`config.mk`:
```
export PLATFORM = sky130hd
export DESIGN_NAME = pipe_hazard_ctrl
export DESIGN_NICKNAME = d
export VERILOG_FILES = /design/src/rtl/pipe_hazard_ctrl.sv
export SDC_FILE = /design/constraint.sdc
export NUM_CORES = 1
export LEC_CHECK = 0
export CAP_MARGIN = 10
export CORE_MARGIN = 3
export CORE_UTILIZATION = 60
export DETAILED_ROUTE_END_ITERATION = 6
export DONT_BUFFER_PORTS = 1
export PLACE_DENSITY = 0.76
export SYNTH_ARGS = -nofsm -noshare
export SYNTH_HDL_FRONTEND = slang
export SYNTH_SLANG_ARGS = --single-unit
```
`constraint.sdc`:
```
create_clock -name clk -period 5.4 [get_ports clk]
set_input_delay 0.81 -clock clk [delete_from_list [all_inputs] [get_ports clk]]
set_output_delay 0.81 -clock clk [all_outputs]
set_load 0.005 [all_outputs]
```
`src/rtl/pipe_hazard_ctrl.sv`:
```
// Stall/flush scheduler for the 5-stage pipeline: load-use bubbles, redirect flushes,
// data-memory wait holds with timeout detection, and a saturating stall counter.
module pipe_hazard_ctrl #(
    parameter int MAX_WAIT = 16,
    parameter int CNT_W    = 16
) (
    input  logic             clk,
    input  logic             rst_n,
    input  logic [4:0]       id_rs1,
    input  logic [4:0]       id_rs2,
    input  logic             id_uses_rs2,
    input  logic             ex_memRead,
    input  logic [4:0]       ex_rd,
    input  logic             redirect,
    input  logic             mem_req,
    input  logic             mem_ready,
    output logic             pc_write,
    output logic             ifid_write_en,
    output logic             ifid_flush,
    output logic             idex_bubble,
    output logic             exmem_bubble,
    output logic             pipe_hold,
    output logic             mem_timeout,
    output logic [CNT_W-1:0] stall_count
);

    localparam int WAIT_W = $clog2(MAX_WAIT) + 1;
    localparam logic [WAIT_W-1:0] WAIT_LAST = WAIT_W'(MAX_WAIT - 1);

    typedef enum logic [1:0] {
        RUN      = 2'd0,
        MEM_WAIT = 2'd1,
        TIMEOUT  = 2'd2
    } state_t;

    state_t            state, state_nxt;
    logic [WAIT_W-1:0] wait_cnt, wait_cnt_nxt;
    logic [CNT_W-1:0]  stall_cnt;
    logic              lu;
    logic              mem_stall;
    logic              hold_mode;

    function automatic logic [CNT_W-1:0] sat_inc(input logic [CNT_W-1:0] v);
        return (&v) ? v : v + 1'b1;
    endfunction

    assign lu = ex_memRead && (ex_rd != 5'd0) &&
                ((ex_rd == id_rs1) || (id_uses_rs2 && (ex_rd == id_rs2)));
    assign mem_stall = mem_req && !mem_ready;

    // A held EX/MEM keeps redirect and lu stable, so they are only decoded once the wait ends.
    assign hold_mode = (state == TIMEOUT) || ((state == MEM_WAIT) && !mem_ready);

    always_comb begin
        pc_write      = 1'b1;
        ifid_write_en = 1'b1;
        ifid_flush    = 1'b0;
        idex_bubble   = 1'b0;
        exmem_bubble  = 1'b0;
        pipe_hold     = 1'b0;
        if (!rst_n) begin
            pc_write      = 1'b0;
            ifid_write_en = 1'b0;
            ifid_flush    = 1'b1;
            idex_bubble   = 1'b1;
            exmem_bubble  = 1'b1;
        end else if (hold_mode || mem_stall) begin
            pipe_hold     = 1'b1;
            pc_write      = 1'b0;
            ifid_write_en = 1'b0;
        end else if (redirect) begin
            ifid_flush    = 1'b1;
            idex_bubble   = 1'b1;
            exmem_bubble  = 1'b1;
        end else if (lu) begin
            pc_write      = 1'b0;
            ifid_write_en = 1'b0;
            idex_bubble   = 1'b1;
        end
    end

    always_comb begin
        state_nxt    = state;
        wait_cnt_nxt = wait_cnt;
        case (state)
            RUN: begin
                if (mem_stall) begin
                    state_nxt    = MEM_WAIT;
                    wait_cnt_nxt = WAIT_W'(1);
                end
            end
            MEM_WAIT: begin
                if (mem_ready) begin
                    state_nxt    = RUN;
                    wait_cnt_nxt = '0;
                end else if (wait_cnt == WAIT_LAST) begin
                    state_nxt = TIMEOUT;
                end else begin
                    wait_cnt_nxt = wait_cnt + 1'b1;
                end
            end
            TIMEOUT: state_nxt = TIMEOUT;
            default: begin
                state_nxt    = RUN;
                wait_cnt_nxt = '0;
            end
        endcase
    end

    always_ff @(posedge clk) begin
        if (!rst_n) begin
            state     <= RUN;
            wait_cnt  <= '0;
            stall_cnt <= '0;
        end else begin
            state    <= state_nxt;
            wait_cnt <= wait_cnt_nxt;
            if (!pc_write)
                stall_cnt <= sat_inc(stall_cnt);
        end
    end

    // TIMEOUT is left only through reset, so the state itself is the sticky flag.
    assign mem_timeout = (state == TIMEOUT);
    assign stall_count = stall_cnt;

endmodule

```
# --- Word-level counts from Yosys, hierarchy flattened ---
# Cells that the tools add are included.
# Widths: inputs -> output; s select.
word_totals:
  register_bits: 23
  input_bits: 22
  output_inout_bits: 23
  elab_cells: 52
op_classes:
  n_eq_ne: 8
  n_addsub: 2
  n_bitwise: 3
  mux: 21
  reduce_logical: 15
op_table:
  columns: ["cell", "count"]
  rows:
  - ["$add 16x1->16 const B", 1]
  - ["$reduce_and 16->1", 1]
  - ["$mux 5", 3]
  - ["$pmux 5 s3", 1]
  - ["$mux 1", 13]
  - ["$eq 5x5->1", 2]
  - ["$mux 2", 3]
  - ["$pmux 2 s3", 1]
  - ["$add 5x1->5 const B", 1]
  - ["$eq 5x4->1 const B", 1]
  - ["$logic_and 1x1->1", 5]
  - ["$reduce_bool 5->1", 1]
  - ["$reduce_and 2->1", 2]
  - ["$logic_or 1x1->1", 3]
  - ["$ne 3x2->1 const B", 1]
  - ["$ne 3x3->1 const B", 1]
  - ["$not 1->1", 3]
  - ["$reduce_and 3->1", 1]
  - ["$eq 2x1->1 const B", 1]
  - ["$eq 2x2->1 const B", 1]
  - ["$logic_not 2->1", 1]
  - ["$ne 2x2->1 const B", 1]
  - ["$logic_not 1->1", 1]

# --- Logic depth before layout (Yosys ltp) ---
# Gate-level depths: netlist of run 1.
logic_depth:
  ltp_word: 10
  ltp_mapped: 8
  depth_no_buf: 7

# --- Worst setup path after synthesis of run 1 ---
# No wires, ideal clock.
synth_timing:
  kind: "input-to-output"
  startpoint: "in ex_rd[1]"
  endpoint: "out pc_write"
  stages: 7
  required_time_ns: 4.590
  setup_slack_ns: 2.295
  arrival_ns: 2.295
  path_buffers: 3
  path_cell_list: "or4_1 -> o21ai_2 -> nor2_2 -> a211oi_4 -> buf_6 -> buf_12 -> buf_4"
synth_via:
  elab_chain_cells: 8
  word_cells_on_any_way: 11
  cone_classes: "2 x eq/ne; 4 x mux; 5 x reduce/logical"
synth_lines:
  columns: ["item", "line_no", "rtl"]
  rows:
  - ["start: declaration", "13", "input logic [4:0] ex_rd,"]
  - ["$eq 5x5->1", "48", "((ex_rd == id_rs1) || (id_uses_rs2 && (ex_rd == id_rs2)));"]
  - ["$logic_and 1x1->1", "48", null]
  - ["$logic_or 1x1->1", "48", null]
  - ["$logic_and 1x1->1 (*)", "47", "assign lu = ex_memRead && (ex_rd != 5'd0) &&"]
  - ["$mux 1 (*) (4 in a row)", null, null]
  - ["end: declaration", "17", "output logic pc_write,"]
# Mark *: on every way between the ends. The rest lies on a longest branch, timed or not.

# --- Worst setup path in the final report of run 1 ---
layout_timing:
  startpoint: "in ex_rd[1]"
  endpoint: "out ifid_write_en"
layout_via:
  elab_chain_cells: 8
  word_cells_on_any_way: 11
  cone_classes: "2 x eq/ne; 4 x mux; 5 x reduce/logical"
layout_lines:
  columns: ["item", "line_no", "rtl"]
  rows:
  - ["$eq 5x5->1", "48", null]
  - ["$logic_and 1x1->1", "48", null]
  - ["$logic_or 1x1->1", "48", null]
  - ["$logic_and 1x1->1 (*)", "47", null]
  - ["$mux 1 (*)", "75", "end else if (lu) begin"]
  - ["$mux 1 (*)", "71", "end else if (redirect) begin"]
  - ["$mux 1 (*)", "67", "end else if (hold_mode || mem_stall) begin"]
  - ["$mux 1 (*)", "61", "if (!rst_n) begin"]
  - ["end: declaration", "18", "output logic ifid_write_en,"]
# Marks and branches as above.

==> flow_summary.toml, run 1 <==
[min_path]
hold_path_class = "reg -> reg"
min_from = "wait_cnt[4]"
hold_depth = 2
min_to = "wait_cnt[4]"

[setup_path]
cp-start-kind = "primary input"
crit-reg2reg-launch = "stall_count[0]"
reg2reg_depth = 6
crit_fanout = 29
cp_data_required_time_ps = 4590
rr_endpoint = "stall_count[4]"
end_kind = "primary output"
arrival_ps = 2460
crit_type = "in -> out"
reg2reg_slack_ps = 3080

[sta]
final-max-slew-violation-count = 0
slew_headroom_pct = 31.8
fin_hold_ws_ps = 519
tns_ps = 0
hold_viol = 0
setup-violations-final = 0
fmaxAchievable_mhz = 306
fin_worst_skew_ps = 5.81
period_minus_slack_ps = 3270
rsz0062_at_grt = "no"
fin_crit_sh_pct = 60.5
worstMarginPinSlew_ps = 1020

[floorplan]
rows = 17
coreArea_um2 = 2250
die_h_um = 55.3
die_area_um2 = 3050
ioPinCount = 45
die_x_um = 55.3
initial_core_util_pct = 64.6

[pwr]
comb_power_share_pct = 12.4
switching_share_pct = 26.4
p_int_mw = 0.217
ir_drop_mv = 0.124
p_sw_mw = 0.0777
power.density_nw_per_um2 = 202
clock_power_share_pct = 27.2
power.leakage_nw = 0.433
power_frac_seq_pct = 60.3

[layout]
finalInstanceArea_um2 = 1460
n_antenna_cell = 0
fill_cells = 206
area_growth_syn_to_layout_pct = 0.000206
finalNetCount = 192
final_core_util_pct = 64.6
layout-drive-gt1-share_pct = 22.3

[synthesis]
synth_most_common_cell = "dfxtp_1"
yosysTopAreaCell = "dfxtp_1"
synth_warnings = 0
ys_seq_area_share_pct = 31.6
synth_edf_count = 0
yosys.area.top_type_share_pct = 31.6
ys_types = 43
ys_ff_latch = 23
syn_area_per_cell_um2 = 8.57
yosys-top-cells-count = "dfxtp_1, a21oi_1, nand2_1"
synthTopCellsByArea = "dfxtp_1, or4_2, xnor2_1"
synth_ff_type = "dfxtp_1"
syn_inst = 170
synthesis.nets = 195
synth.cell_area_um2 = 1460
synthArstFlopShare_pct = 0

[route]
drtPass1Iterations = 4
num_vias = 1258
drtAntennaViolNets = 0
drc = 0
routed_via_density = 6.48
routedWlPerCell_um = 15.1
drt_iter0_markers = 30
wl_mm = 2.93

[clock_network]
numCtsBuffers = 3
clock-root-buffer = "clkbuf_4"
cts.sinks = 23
clock_path_buffers = 2
cts_resized = 0
insertion_delay_ps = 310
post_cts.repair.setup_buffers = 0
htree_levels = 1
cts_tree = "done"
cts-hold-fix-buffers = 0
clk_pin_slew_ps = 120

[global_routing]
grt_start_max_net_pins = 30
grt_pass1_wl_mm = 5.02
track_usage_pct = 19.8
grt_pass1_vias = 1195
gr-total-overflow = 0
antenna_found_initial = 0

[placement]
post_dp_cell_area_um2 = 1430
gp_congestion = 0.756
io_buffer_count = 0
dp_hpwl_mm = 2.21

[flow_run]
maxCapViolCount = 0

[status]
outcome = "completed"
critical path, cell delays in order:
cell and delay, ps:
or4_1 540, o21ai_2 170, nor2_2 70, a211oi_4 860
worst max path at each step:
stage	end	slack, ps	startpoint	cells past startpoint
after floorplan	pc_write	2300	ex_rd[1]	7
after global placement	pc_write	2170	ex_rd[1]	4
after detailed placement	pc_write	2120	ex_rd[1]	4
after CTS	pc_write	2120	ex_rd[1]	4
after global routing	ifid_write_en	1990	ex_rd[1]	4
final	ifid_write_en	2130	ex_rd[1]	4
power by group through the flow:
stage | combinational (mW) | clock, mW | sequential (mW)
finish | 0.0366 | 0.0801 | 0.178
floorplan | 0.0368 | 0 | 0.180
global placement | 0.0356 | 0 | 0.181
CTS | 0.0371 | 0.0845 | 0.178
global route | 0.0417 | 0.0918 | 0.178
detailed placement | 0.0369 | 0 | 0.181
routing by layer:
layer  GRT usage, %  up-vias  share of wire [%]
li1               -      623                  -
met1           22.5      586                 41
met2           34.0       42                 50
met3           4.91        7                6.7
met4           10.4        0                2.1
met5              0        -                  0
area by class of cell:
class | count | area [um2] | area share (%)
tap | 28 | 35.0 | 2.41
sequential | 23 | 460 | 31.6
clock buffer | 3 | 22.5 | 1.55
multi-input combinational | 132 | 907 | 62.3
inverter | 7 | 26.3 | 1.80
clock inverter | 1 | 5.00 | 0.344
flip-flops by register name (all words and copies together), names as in the netlist:
signal       count
stall_count     16
state            2
wait_cnt         5
through the flow:
stage	setup WS [ps]	total power, mW	cells
floorplan	2300	0.217	170
global placement	2170	0.217	190
detailed placement	2120	0.218	190
CTS	2120	0.299	194
global route	1990	0.312	194
finish	2130	0.294	194
kinds of logic (layout without fill, tap and decap cells):
kind of cell	Yosys count	in the layout	share of synthesized area (%)
multiplexers	2	2	1.46
flip-flops	23	23	31.6
buffers and inverters	15	11	6.10
AND/OR/NAND/NOR	70	70	28.1
adder cells (fa/ha/maj)	3	3	2.58
AO/OA/AOI/OAI	45	45	22.9
XOR/XNOR	12	12	7.22
cell usage in the layout, fill, tap and decap left out, types with 3 or more instances in the layout:
master    count
clkbuf_4      3
o21ai_2       3
nand3_1       6
o31ai_1      11
o21ai_0       4
nor2_1       11
nand2b_1      5
nand4_1       5
dfxtp_1      23
a21oi_1      13
xnor2_1      10
ha_1          3
or4_2        11
a21oi_2       9
inv_1         7
nand2_1      12
or2_2         3
(Power assumes the default switching activity.)
==> run 2: changes to the inputs <==
--- a/config.mk
+++ b/config.mk
@@ -6,11 +6,12 @@
 export NUM_CORES = 1
 export LEC_CHECK = 0
 export CAP_MARGIN = 10
+export CORE_ASPECT_RATIO = 2
 export CORE_MARGIN = 3
-export CORE_UTILIZATION = 60
+export CORE_UTILIZATION = 56
 export DETAILED_ROUTE_END_ITERATION = 6
 export DONT_BUFFER_PORTS = 1
-export PLACE_DENSITY = 0.76
+export PLACE_DENSITY = 0.74
 export SYNTH_ARGS = -nofsm -noshare
 export SYNTH_HDL_FRONTEND = slang
 export SYNTH_SLANG_ARGS = --single-unit
==> constraint.sdc (replaced) <==
create_clock -name clk -period 2.95 [get_ports clk]
set_input_delay 0.4425 -clock clk [delete_from_list [all_inputs] [get_ports clk]]
set_output_delay 0.4425 -clock clk [all_outputs]
set_load 0.005 [all_outputs]
==> run 2 against run 1 <==
Sequential share of layout area down 0.69 points; clock power up 140%; first-iteration DRC count down 37%; register-to-register slack worse by 2400 ps; die area up 7.6%; final cell count up 0.52%; flip-flop and latch count unchanged; combinational power up 93%; critical path depth up 2; power up 100%; setup slack worse by 1500 ps; critical path type is now reg -> reg; critical endpoint is now stall_count[0]; largest cell class unchanged; largest power group unchanged.
==> flow_summary.toml, run 2 (synthesized netlist as in run 1, its figures left out) <==
[global_routing]
gr-total-overflow = 0
grt_pass1_vias = 1326
track_usage_pct = 21.5
grt_start_max_net_pins = 30
grt_pass1_wl_mm = 5.75
antenna_found_initial = 0

[layout]
layout-drive-gt1-share_pct = 23.2
finalInstanceArea_um2 = 1490
mostFrequentLayoutCell = "dfxtp_1"
largest_reg_flops = 16
n_antenna_cell = 0
final_cell_mix = "dfxtp_1, a21oi_1, nand2_1"
final_core_util_pct = 61.8
stdcell_count = 195
area_growth_syn_to_layout_pct = 2.23
finalNetCount = 194

[flow_run]
maxCapViolCount = 0

[sta]
hold_viol = 0
rsz0062_at_grt = "no"
fin_worst_skew_ps = 4.44
fin_crit_sh_pct = 77.1
fin_hold_ws_ps = 325
tns_ps = 0
fin_ws_ps = 675
fmaxAchievable_mhz = 440
setup-violations-final = 0
worstMarginPinSlew_ps = 597
final-max-slew-violation-count = 0
slew_headroom_pct = 60.2
period_minus_slack_ps = 2270

[pwr]
power_mw = 0.589
ir_drop_mv = 0.296
power.leakage_nw = 0.450
power_frac_seq_pct = 55.1
p_sw_mw = 0.147
clock_power_share_pct = 32.9
p_int_mw = 0.442
switching_share_pct = 24.9
power.density_nw_per_um2 = 395
comb_power_share_pct = 12.0

[floorplan]
initial_core_util_pct = 60.5
rows = 25
die_h_um = 78.1
die_x_um = 42.1
ioPinCount = 45
coreArea_um2 = 2410
die_area_um2 = 3290

[route]
route.met2.wl_mm = 1.86
dr_wl_met3_um = 141
topRoutingLayerUsed = "met4"
num_vias = 1236
drtAntennaViolNets = 0
routedWlPerCell_um = 15.9
drtPass1Iterations = 4
drt_iter0_markers = 19
drc = 0
wl_met1_mm = 1.07
routed_via_density = 6.34
wl_mm = 3.11

[setup_path]
end_kind = "flip-flop"
crit_family = "simple AND/OR/NAND/NOR gates"
slowest_delay_ps = 580
crit_chain = "ha_1 -> nand3_1 -> nor4_1 -> and2_1 -> or3_2 -> a21oi_2"
arrival_ps = 2420
startpoint = "stall_count[1]"
crit-reg2reg-launch = "stall_count[1]"
worst-path-buf-inv = 0
cp-start-kind = "flip-flop"
crit_fanout = 19
cp_data_required_time_ps = 3090
critPathSlowestCell = "and2_1"
crit_type = "reg -> reg"

[min_path]
min_from = "rst_n"
hold_path_class = "in -> reg"

[placement]
dpl_worst_slack_ps = 676
post_dp_cell_area_um2 = 1440
io_buffer_count = 0
dp_hpwl_mm = 2.47
dp.cells = 191
gp_congestion = 0.717

[clock_network]
numCtsBuffers = 3
htree_levels = 1
post_cts.repair.setup_buffers = 0
cts_tree = "done"
insertion_delay_ps = 260
clock_path_buffers = 2
clk_pin_slew_ps = 80
clock-root-buffer = "clkbuf_8"
cts.sinks = 23
cts_resized = 0
cts-hold-fix-buffers = 0

[status]
outcome = "completed"
==> run 2: cell count changes in the layout (fill, tap and decap cells not counted), sizes merged <==
cell	delta
buf	+2
==> run 2: layout make-up <==
class	count	area, um2
clock buffer	3	41.3
clock inverter	1	5.00
fill	215	920
inverter	7	26.3
multi-input combinational	132	907
sequential	23	460
tap	27	33.8
timing repair buffer	2	15.0
==> run 2: path summary, 6_finish.rpt <==
path,cells past startpoint,endpoint,slack [ps]
min,2,stall_count[6],330
max reg2reg,6,stall_count[0],680
max,6,stall_count[0],680
min reg2reg,2,wait_cnt[4],500
==> run 2: layer usage <==
| layer | track usage [%] | vias up |
|---|---|---|
| li1 | - | 618 |
| met1 | 21.1 | 584 |
| met2 | 43.6 | 30 |
| met3 | 3.44 | 4 |
| met4 | 5.92 | 0 |
| met5 | 0 | - |
==> run 2: power groups by stage <==
stage	combinational [mW]	sequential (mW)	clock (mW)
after CTS	0.0722	0.325	0.196
after global placement	0.0686	0.331	0
after floorplan	0.0674	0.330	0
after detailed placement	0.0718	0.332	0
final	0.0707	0.325	0.193
after global routing	0.0811	0.326	0.207
==> run 3: changes to the inputs <==
==> constraint.sdc (replaced) <==
create_clock -name clk -period 1.9 [get_ports clk]
set_input_delay 0.285 -clock clk [delete_from_list [all_inputs] [get_ports clk]]
set_output_delay 0.285 -clock clk [all_outputs]
set_load 0.005 [all_outputs]
==> run 3 against run 2 <==
The flow now finishes with violations (negative setup slack); highest routed layer unchanged; non-clock buffer count is 41 higher; die area unchanged; clock-buffer cell count did not move; setup slack worse by 730 ps; first-iteration DRC count grew to 2.6 times the previous value; flip-flop and latch count is the same.
==> flow_summary.toml, run 3 (synthesized netlist as in run 1, its figures left out) <==
[clock_network]
clock-root-buffer = "clkbuf_8"
clock_path_buffers = 2
clk_pin_slew_ps = 90
cts.sinks = 23
numCtsBuffers = 3
insertion_delay_ps = 270
cts_tree = "done"
htree_levels = 1

[layout]
area_growth_syn_to_layout_pct = 34.9
finalNetCount = 235
mostFrequentLayoutCell = "buf_4"
fill_cells = 151
final_cell_mix = "buf_4, dfxtp_1, nand2_1, a21oi_2"
stdcell_count = 236
n_antenna_cell = 0
largest_reg_flops = 16
layout-drive-gt1-share_pct = 46.4
final_core_util_pct = 81.6

[sta]
setup-violations-final = 4
worstMarginPinSlew_ps = 405
fin_ws_ps = -57.6
hold_viol = 0
final-max-slew-violation-count = 0
period_minus_slack_ps = 1960
slew_headroom_pct = 72.8
fmaxAchievable_mhz = 511
fin_crit_sh_pct = 103
fin_worst_skew_ps = 9.48
rsz0062_at_grt = "yes"

[global_routing]
top_usage_layer = "met2"
gr-total-overflow = 0
met1_usage_pct = 23.3
grt_start_max_net_pins = 21
grt_pass1_vias = 1504
antenna_found_initial = 0
use_met2_pct = 51.6
track_usage_pct = 26.3
grt_pass1_wl_mm = 6.72
grtUsageMet3_pct = 4.36

[floorplan]
die_x_um = 42.1
coreArea_um2 = 2410
rows = 25
die_h_um = 78.1
ioPinCount = 45
initial_core_util_pct = 60.5
die_area_um2 = 3290

[placement]
gp_congestion = 0.795
dp_hpwl_mm = 3.01
dp.cells = 221
io_buffer_count = 0

[setup_path]
crit_type = "reg -> reg"
crit_cells = 7
crit_family = "simple AND/OR/NAND/NOR gates"
end_kind = "flip-flop"
critPathSlowestCell = "or4_2"
cp-start-kind = "flip-flop"
cp_data_required_time_ps = 2100
crit_fanout = 7
crit_chain = "nand2b_4 -> a21oi_2 -> or2_4 -> a211oi_4 -> bufbuf_16 -> or4_2 -> a21oi_1"
reg2reg_depth = 7
slowest_delay_ps = 630
worst-path-buf-inv = 1
arrival_ps = 2160

[route]
wl_mm = 4.43
drc = 0
drtPass1Iterations = 5
num_vias = 1525
routedWlPerCell_um = 18.8
routed_via_density = 6.46
drtAntennaViolNets = 0
drt_iter0_markers = 50

[min_path]
hold_depth = 1
hold_path_class = "in -> reg"

[pwr]
ir_drop_mv = 0.552
power.density_nw_per_um2 = 514
power.leakage_nw = 0.709

[status]
outcome = "finished with violations"
violations = "negative setup slack"

[flow_run]
maxCapViolCount = 0
## run 3: changes by cell type in the layout (fill, tap and decap cells not counted), moves of 3 or more
cell / previous run / this run
a21oi_1: 13 / 10
a21oi_2: 9 / 12
buf_4: 2 / 37
buf_6: 0 / 3
dfxtp_1: 23 / 16
dfxtp_2: 0 / 7
or4_2: 11 / 4
or4_4: 0 / 8
## run 3: layer usage
layer  part of all wire, %  vias up  wire length (um)
li1                      -      700                 -
met1                    31      742              1380
met5                     0        -                 0
met2                    60       68              2660
met4                   3.8        0               167
met3                   5.2       15               229
## run 3: final timing paths
| kind | start | to | slack (ps) |
|---|---|---|---|
| worst max-delay path | state[1] | stall_count[10] | -60 |
| worst min-delay path | rst_n | state[0] | 170 |
| worst max register to register | state[1] | stall_count[10] | -60 |
| worst min register to register | wait_cnt[4] | wait_cnt[4] | 510 |
## run 3: cell type report
class	count	area (um2)	area share, %
Sequential cell	23	469	23.9
Inverter	7	26.3	1.34
Clock buffer	3	41.3	2.10
Tap cell	27	33.8	1.72
Timing Repair Buffer	43	392	19.9
Clock inverter	1	5.00	0.255
Multi-Input combinational cell	132	997	50.8
## run 3: where the power goes
| part | leakage (nW) | switching, mW | internal [mW] |
|---|---|---|---|
| Combinational | 0.494 | 0.0890 | 0.103 |
| Clock | 0.0255 | 0.170 | 0.147 |
| Sequential | 0.189 | 0.00840 | 0.492 |
| Total | 0.709 | 0.268 | 0.742 |
## run 3: through the flow
step / worst slack [ps] / cell area, um2 / power (mW) / hold slack, ps / setup TNS (ps)
6_report: -57.6 / 1960 / 1.01 / 167 / -217
4_1_cts: -59.9 / 1880 / 0.992 / 170 / -341
5_1_grt: -95.8 / 1960 / 1.04 / 166 / -370
2_1_floorplan: -110 / 1470 / 0.618 / 433 / -118
3_3_place_gp: 3.26 / 1700 / 0.645 / 437 / 0
3_5_place_dp: -49.1 / 1700 / 0.654 / 450 / -365
## run 3: timing repair
action | CTS | global route
pin swaps | 9 | 12
endpoints found under the hold margin | 0 | 0
gates resized for setup | 11 | 20
gates cloned | 2 | 0
hold buffers | 0 | 0
buffers inserted | 4 | 5
endpoints found under the setup margin | 13 | 14
